## src/rtl/tube_pkg.sv

```systemverilog
// ---------------------------------------------------------------------------
// tube_pkg
// Shared constants for the seven-segment tube driver:
//   SEG_CODE  - active-low segment codes for hex digits 0..F (dp off, bit 7 = 1)
//   OFS_DATA / OFS_CTRL - register byte offsets (0x0 / 0x4)
//   ADDR_DATA / ADDR_CTRL - the one-bit register select derived from them
//   SEG_OFF / SEL_OFF - blank pin levels
//   sel_onehot_low() - active-low one-hot digit select for a scan index
// ---------------------------------------------------------------------------
package tube_pkg;

   typedef logic [1:0] scan_idx_t;

   localparam logic [7:0]  SEG_OFF  = 8'hFF;
   localparam logic [3:0]  SEL_OFF  = 4'hF;

   localparam logic [31:0] OFS_DATA = 32'h0000_0000;
   localparam logic [31:0] OFS_CTRL = 32'h0000_0004;

   // The bridge hands over word offset bit 2 as the single addr bit.
   localparam logic ADDR_DATA = OFS_DATA[2];
   localparam logic ADDR_CTRL = OFS_CTRL[2];

   // Entry n is the code for hex digit n (entry 15 is the leftmost element).
   localparam logic [15:0][7:0] SEG_CODE = {
      8'h8E, 8'h86, 8'hA1, 8'hC6, 8'h83, 8'h88, 8'h90, 8'h80,
      8'hF8, 8'h82, 8'h92, 8'h99, 8'hB0, 8'hA4, 8'hF9, 8'hC0
   };

   function automatic logic [3:0] sel_onehot_low(input scan_idx_t idx);
      return ~(4'b0001 << idx);
   endfunction

endpackage

```

## src/rtl/tube_driver_if.sv

```systemverilog
// ---------------------------------------------------------------------------
// tube_driver_if
// Register bus between the CPU bridge and the tube driver.
//   we      - write strobe, valid this cycle
//   addr    - register select (0 = DATA, 1 = CTRL)
//   byteen  - byte-lane enables for the write
//   wdata   - write data
//   rdata   - combinational read of the register selected by addr
// Modports: master (bridge side), slave (peripheral side).
// ---------------------------------------------------------------------------
interface tube_driver_if;
   logic        we;
   logic        addr;
   logic [3:0]  byteen;
   logic [31:0] wdata;
   logic [31:0] rdata;

   modport master (output we, output addr, output byteen, output wdata,
                   input  rdata);
   modport slave  (input  we, input  addr, input  byteen, input  wdata,
                   output rdata);
endinterface

```

## src/rtl/hex_to_seg.sv

```systemverilog
// ---------------------------------------------------------------------------
// hex_to_seg
// Combinational hex-digit to active-low seven-segment decoder, dp off.
//   hex - 4-bit digit value
//   seg - segments, bit 7 = dp, bits 6..0 = g..a, active-low
// ---------------------------------------------------------------------------
module hex_to_seg (
   input  logic [3:0] hex,
   output logic [7:0] seg
);
   import tube_pkg::*;

   assign seg = SEG_CODE[hex];

endmodule

```

## src/rtl/tube_driver.sv

```systemverilog
// ---------------------------------------------------------------------------
// tube_driver
// Memory-mapped driver for two 4-digit common-anode seven-segment tubes.
// The CPU writes a 32-bit value to DATA; tube B shows DATA[31:16] and tube A
// shows DATA[15:0], one digit per scan slot, multiplexed onto active-low
// segment and select pins. CTRL[0] enables the display.
//
// Parameters:
//   SCAN_DIV - clock cycles each digit slot stays lit (>= 1)
// Ports:
//   clk, reset - clock and synchronous active-high reset
//   bus        - register bus (tube_driver_if.slave)
//   seg_a/sel_a - low tube segments / digit selects, active-low, registered
//   seg_b/sel_b - high tube segments / digit selects, active-low, registered
// Build option:
//   TUBE_BLANK_EN - when defined, leading zeros of each tube are blanked
//                   (digit 0 is always shown).
// ---------------------------------------------------------------------------
module tube_driver #(
   parameter int SCAN_DIV = 50000
) (
   input  logic        clk,
   input  logic        reset,
   tube_driver_if.slave bus,
   output logic [7:0]  seg_a,
   output logic [3:0]  sel_a,
   output logic [7:0]  seg_b,
   output logic [3:0]  sel_b
);
   import tube_pkg::*;

   localparam int             PW         = (SCAN_DIV > 1) ? $clog2(SCAN_DIV) : 1;
   localparam logic [PW-1:0]  PRESC_LAST = PW'(SCAN_DIV - 1);

   logic [31:0]   data_q;
   logic          en_q;
   logic [PW-1:0] presc_q;
   scan_idx_t     scan_q;

   logic [15:0]   hw_a, hw_b;
   logic [3:0]    nib_a, nib_b;
   logic [7:0]    dec_a, dec_b;
   logic          blank_a, blank_b;

   // Register file: byte-lane writes into DATA, only bit 0 of lane 0 in CTRL.
   always_ff @(posedge clk) begin
      if (reset) begin
         data_q <= '0;
         en_q   <= 1'b1;
      end else if (bus.we) begin
         if (bus.addr == ADDR_DATA) begin
            for (int i = 0; i < 4; i++) begin
               if (bus.byteen[i]) data_q[8*i +: 8] <= bus.wdata[8*i +: 8];
            end
         end else if (bus.byteen[0]) begin
            en_q <= bus.wdata[0];
         end
      end
   end

   always_comb begin
      bus.rdata = (bus.addr == ADDR_DATA) ? data_q : {31'b0, en_q};
   end

   // Scan timing: the digit index advances once per prescaler wrap and is
   // not disturbed by register writes.
   always_ff @(posedge clk) begin
      if (reset) begin
         presc_q <= '0;
         scan_q  <= '0;
      end else if (presc_q == PRESC_LAST) begin
         presc_q <= '0;
         scan_q  <= scan_q + 2'd1;
      end else begin
         presc_q <= presc_q + 1'b1;
      end
   end

   assign hw_a  = data_q[15:0];
   assign hw_b  = data_q[31:16];
   assign nib_a = hw_a[{scan_q, 2'b00} +: 4];
   assign nib_b = hw_b[{scan_q, 2'b00} +: 4];

   hex_to_seg u_dec_a (.hex(nib_a), .seg(dec_a));
   hex_to_seg u_dec_b (.hex(nib_b), .seg(dec_b));

`ifdef TUBE_BLANK_EN
   // A digit is a leading zero when it and every digit above it are zero.
   function automatic logic blank_digit(input logic [15:0] hw, input scan_idx_t idx);
      return (idx != 2'd0) && ((hw >> {idx, 2'b00}) == 16'h0000);
   endfunction

   assign blank_a = blank_digit(hw_a, scan_q);
   assign blank_b = blank_digit(hw_b, scan_q);
`else
   assign blank_a = 1'b0;
   assign blank_b = 1'b0;
`endif

   // Pin register: everything reaching the tubes is launched from here.
   always_ff @(posedge clk) begin
      if (reset || !en_q) begin
         seg_a <= SEG_OFF;
         sel_a <= SEL_OFF;
         seg_b <= SEG_OFF;
         sel_b <= SEL_OFF;
      end else begin
         seg_a <= blank_a ? SEG_OFF : dec_a;
         sel_a <= blank_a ? SEL_OFF : sel_onehot_low(scan_q);
         seg_b <= blank_b ? SEG_OFF : dec_b;
         sel_b <= blank_b ? SEL_OFF : sel_onehot_low(scan_q);
      end
   end

endmodule
```

## src/flat_wrapper.sv

```systemverilog
// flat-port wrapper written by rule: the top's interface ports become plain ports
module tube_driver_flat import tube_pkg::*;
#(
   parameter int SCAN_DIV = 50000
)
  (clk, reset, seg_a, sel_a, seg_b, sel_b, bus_we, bus_addr, bus_byteen, bus_wdata, bus_rdata);
  tube_driver_if bus_i ();
  input  logic clk;
  input  logic reset;
  output logic [7:0] seg_a;
  output logic [3:0] sel_a;
  output logic [7:0] seg_b;
  output logic [3:0] sel_b;
  input wire logic [$bits(bus_i.we)-1:0] bus_we;
  input wire logic [$bits(bus_i.addr)-1:0] bus_addr;
  input wire logic [$bits(bus_i.byteen)-1:0] bus_byteen;
  input wire logic [$bits(bus_i.wdata)-1:0] bus_wdata;
  output wire logic [$bits(bus_i.rdata)-1:0] bus_rdata;
  assign bus_i.we = bus_we;
  assign bus_i.addr = bus_addr;
  assign bus_i.byteen = bus_byteen;
  assign bus_i.wdata = bus_wdata;
  assign bus_rdata = bus_i.rdata;
  tube_driver #(.SCAN_DIV(SCAN_DIV)) u_core (.clk(clk), .reset(reset), .bus(bus_i), .seg_a(seg_a), .sel_a(sel_a), .seg_b(seg_b), .sel_b(sel_b));
endmodule
```

## config.mk

```make
export PLATFORM = sky130hd
export DESIGN_NAME = tube_driver_flat
export DESIGN_NICKNAME = d
export VERILOG_FILES = /design/src/rtl/tube_pkg.sv /design/src/rtl/tube_driver_if.sv /design/src/rtl/hex_to_seg.sv /design/src/rtl/tube_driver.sv /design/src/flat_wrapper.sv
export SDC_FILE = /design/constraint.sdc
export NUM_CORES = 1
export LEC_CHECK = 0
export BUFFER_PORTS_ARGS = -buffer_cell sky130_fd_sc_hd__buf_2
export CAP_MARGIN = 10
export CORE_ASPECT_RATIO = 0.75
export CORE_MARGIN = 2
export CORE_UTILIZATION = 56
export CTS_CLUSTER_DIAMETER = 120
export CTS_CLUSTER_SIZE = 16
export DETAILED_ROUTE_END_ITERATION = 10
export PLACE_DENSITY = 0.94
export SLEW_MARGIN = 10
export SYNTH_ARGS = -nofsm -noshare
export SYNTH_HDL_FRONTEND = slang
export SYNTH_SLANG_ARGS = --single-unit
```

## constraint.sdc

```tcl
create_clock -name clk -period 5.7 [get_ports clk]
set_clock_uncertainty 0.05 [all_clocks]
set_input_delay 0.855 -clock clk [delete_from_list [all_inputs] [get_ports clk]]
set_output_delay 0.855 -clock clk [all_outputs]
set_load 0.005 [all_outputs]
```

==> impl_metrics.csv <==
group,metric,value,unit
global_routing,grt_max_degree,40,
synthesis,synthTopCellsByCount,"69 x dfxtp_1, 40 x nand2_1, 39 x a21oi_1",
synthesis,synth_xor_xnor_area_share,2.53,%
placed_design,place_ws,2.89,ns
synthesis,synth_most_common_cell,"dfxtp_1",
clock_network,cts_buffers,9,
placed_design,port_buffers,93,
final_layout,nNetsFinal,519,
run,cap_violations,0,
detailed_routing,postRouteAntennaNets,0,
synthesis,synth_compound_area_share,11.5,%
pwr,p_leak,1.73,nW
worst_setup_path,worst_setup_path_start_kind,"input port",
sta,setup_violations,0,
final_layout,nFillCells,465,
clock_network,clkTransAtPathRegs,0.06,ns
synthesis,synth_async_sr_flop_share,0,%
pwr,swShare,22.3,%
final_layout,drive_gt1_share,26.6,%
clock_network,cts_tree,"yes",
synthesis,yosys_warnings,0,
floorplan,core_area,5890,µm²
synthesis,syn_avg_cell_area,8.92,µm²
worst_setup_path,cp_max_fo,35,
floorplan,io-pin-count,96,
worst_setup_path,end_kind,"primary output",
worst_setup_path,crit_chain,"buf_2, mux2_2, buf_2",
clock_network,cts-root-buf,"clkbuf_8",
synthesis,yosys-mux-area-fraction,9.34,%
clock_network,numClockSinks,69,
sta,rsz0062_at_grt,"no",
synthesis,synthFlopType,"dfxtp_1",
final_layout,syn_to_final_growth,17.9,%
synthesis,yosys.area.top_type_share,39.8,%
floorplan,num_rows,24,
placed_design,dp_hpwl,5890,µm
detailed_routing,viasPerCell,5.61,
global_routing,grt_antenna_before_repair,0,
worst_setup_path,cpPeakStageDelay,0.47,ns
final_layout,antennaDiodeCount,0,
pwr,peakVddDrop,0.000117,V
floorplan,die_y,72.2,µm
synthesis,yosys.area_share.simple,24.1,%
worst_setup_path,crit_required,4.80,ns
detailed_routing,vias,3055,
sta,setup_tns,0,ns
clock_network,clk_path_buf_depth,2,
global_routing,overflow,0,
placed_design,gp_congestion,0.887,
pwr,powerDensity,267,nW/µm²
pwr,combPwrFrac,9.4,%
synthesis,netlist_area,3470,µm²
clock_network,ctsHoldBuffers,0,
sta,tightestPinTransition,0.983,ns
global_routing,grt_pass1_wl,13400,µm
synthesis,synth_top_family_by_area,"simple AND/OR/NAND/NOR gates",
sta,post-route-period-util,48.2,%
synthesis,synth_top_cell_by_area,"dfxtp_1",
sta,min_period,2.75,ns
pwr,power,1.09,mW
detailed_routing,detail_route.wl_per_cell,15.3,µm
hold_path,hold_depth,1,
worst_setup_path,crit_slowest_cell,"buf_2",
sta,slew_viol_final,0,
synthesis,synth.area.top_cells,"dfxtp_1 40%, nor2b_1 6.3%, ha_1 6.1%",
clock_network,clock_latency,0.35,ns
floorplan,initial_core_util,58.9,%
detailed_routing,drc,0,
worst_setup_path,cp.arrival,1.84,ns
floorplan,dieArea,6850,µm²
clock_network,htree_num_levels,3,
sta,timing.fmax,364,MHz
synthesis,ys_seq_area_share,39.8,%
synthesis,postSynthCellCount,389,
sta,hold_violations,0,
global_routing,grt_pass1_vias,2856,
synthesis,synthAdderAreaFrac,6.13,%
worst_setup_path,crit_top_cell,"buf_2",
synthesis,synth_cell_types,46,
detailed_routing,drtIter0Drc,268,
sta,fin_hold_ws,0.389,ns
pwr,power.switching,0.244,mW
floorplan,die_x,94.9,µm
detailed_routing,finalWirelength,8320,µm
global_routing,grtUsageTotal,25.5,%
pwr,clock_power_share,44.0,%
synthesis,ys_ff_latch,69,
clock_network,cts-resized-gates,0,
run_status,outcome,"finished, final reports clean",
hold_path,hp-class,"flip-flop to flip-flop",
pwr,p_int,0.848,mW
clock_network,postCtsSetupRepairBufs,0,
pwr,pwr-share-seq,46.7,%
sta,slew_headroom,34.2,%
synthesis,synth-edff-count,0,
detailed_routing,drtPass1Iterations,5,
sta,setup_slack,2.95,ns
worst_setup_path,r2r_cells,5,
worst_setup_path,criticalPathCategory,"input port to primary output",
[per-layer routing]
layer | global-route usage (%) | share of wire (%) | vias to the layer above | routed length (µm)
met1 | 31.9 | 42 | 1390 | 3530
met3 | 6.85 | 7.3 | 22 | 608
met4 | 12.7 | 2.9 | 0 | 243
met2 | 41.1 | 47 | 164 | 3940
li1 | - | - | 1479 | -
met5 | 0 | 0 | - | 0
[final timing paths]
kind                                       from                           end  slack, ns
hold / removal     u_core.presc_q[0]$_SDFF_PP0_  u_core.presc_q[0]$_SDFF_PP0_       0.39
setup / recovery                       bus_addr                  bus_rdata[0]       2.95
setup reg to reg  u_core.scan_q[1]$_SDFFE_PP0N_    u_core.seg_a[3]$_SDFF_PP1_       3.06
hold reg to reg    u_core.presc_q[0]$_SDFF_PP0_  u_core.presc_q[0]$_SDFF_PP0_       0.39
[cells in the final DEF (no fill, tap or decap), types with 10 or more instances in the layout]
cell type and n:
a21oi_1 39, buf_2 93, clkbuf_8 10, dfxtp_1 69, ha_1 17, mux2i_1 11
nand2_1 40, nand3_1 30, nor2_1 26, nor2b_1 34, o21ai_0 12
[power groups by stage]
stage / logic, mW / clock network, mW / registers (mW)
5_1_grt: 0.113 / 0.506 / 0.511
4_1_cts: 0.102 / 0.485 / 0.509
6_report: 0.103 / 0.480 / 0.509
3_3_place_gp: 0.0962 / 0 / 0.519
2_1_floorplan: 0.0645 / 0 / 0.519
3_5_place_dp: 0.100 / 0 / 0.520
[flip-flops by register name, indices dropped and copies added (netlist names)]
register	count
u_core.data_q	32
u_core.en_q	1
u_core.presc_q	16
u_core.scan_q	2
u_core.seg_a	7
u_core.seg_b	7
u_core.sel_b	4
[worst max-delay path, delay by kind of cell]
kind	cells	cell delay (ns)
buf+inv	2	0.59
mux	1	0.39
[logic make-up (layout without fill, tap and decap cells)]
| group | after synthesis | in the layout |
|---|---|---|
| AO/OA/AOI/OAI | 68 | 68 |
| XOR/XNOR | 10 | 10 |
| adder cells (fa/ha/maj) | 17 | 17 |
| buffers and inverters | 41 | 118 |
| flip-flops | 69 | 69 |
| multiplexers | 21 | 21 |
| other | 1 | 2 |
| AND/OR/NAND/NOR | 162 | 162 |
[stage by stage]
| step | std cells | instance area (µm²) | utilization, % |
|---|---|---|---|
| finish | 545 | 4090 | 69.5 |
| global route | 545 | 4090 | 69.5 |
| CTS | 545 | 4090 | 69.5 |
| detailed placement | 529 | 3850 | 65.4 |
| global placement | 529 | 3850 | 65.4 |
| floorplan | 390 | 3470 | - |
[area by class of cell]
cell class	instances	area, µm²	area share, %
flip-flops and latches	69	1380	33.8
well taps	78	97.6	2.39
clock inverters	4	95.1	2.33
repair buffers	93	465	11.4
clock buffers	12	145	3.55
inverters	9	33.8	0.826
multi-input cells	280	1870	45.7
Note: power is estimated with default switching activity, not from simulation.
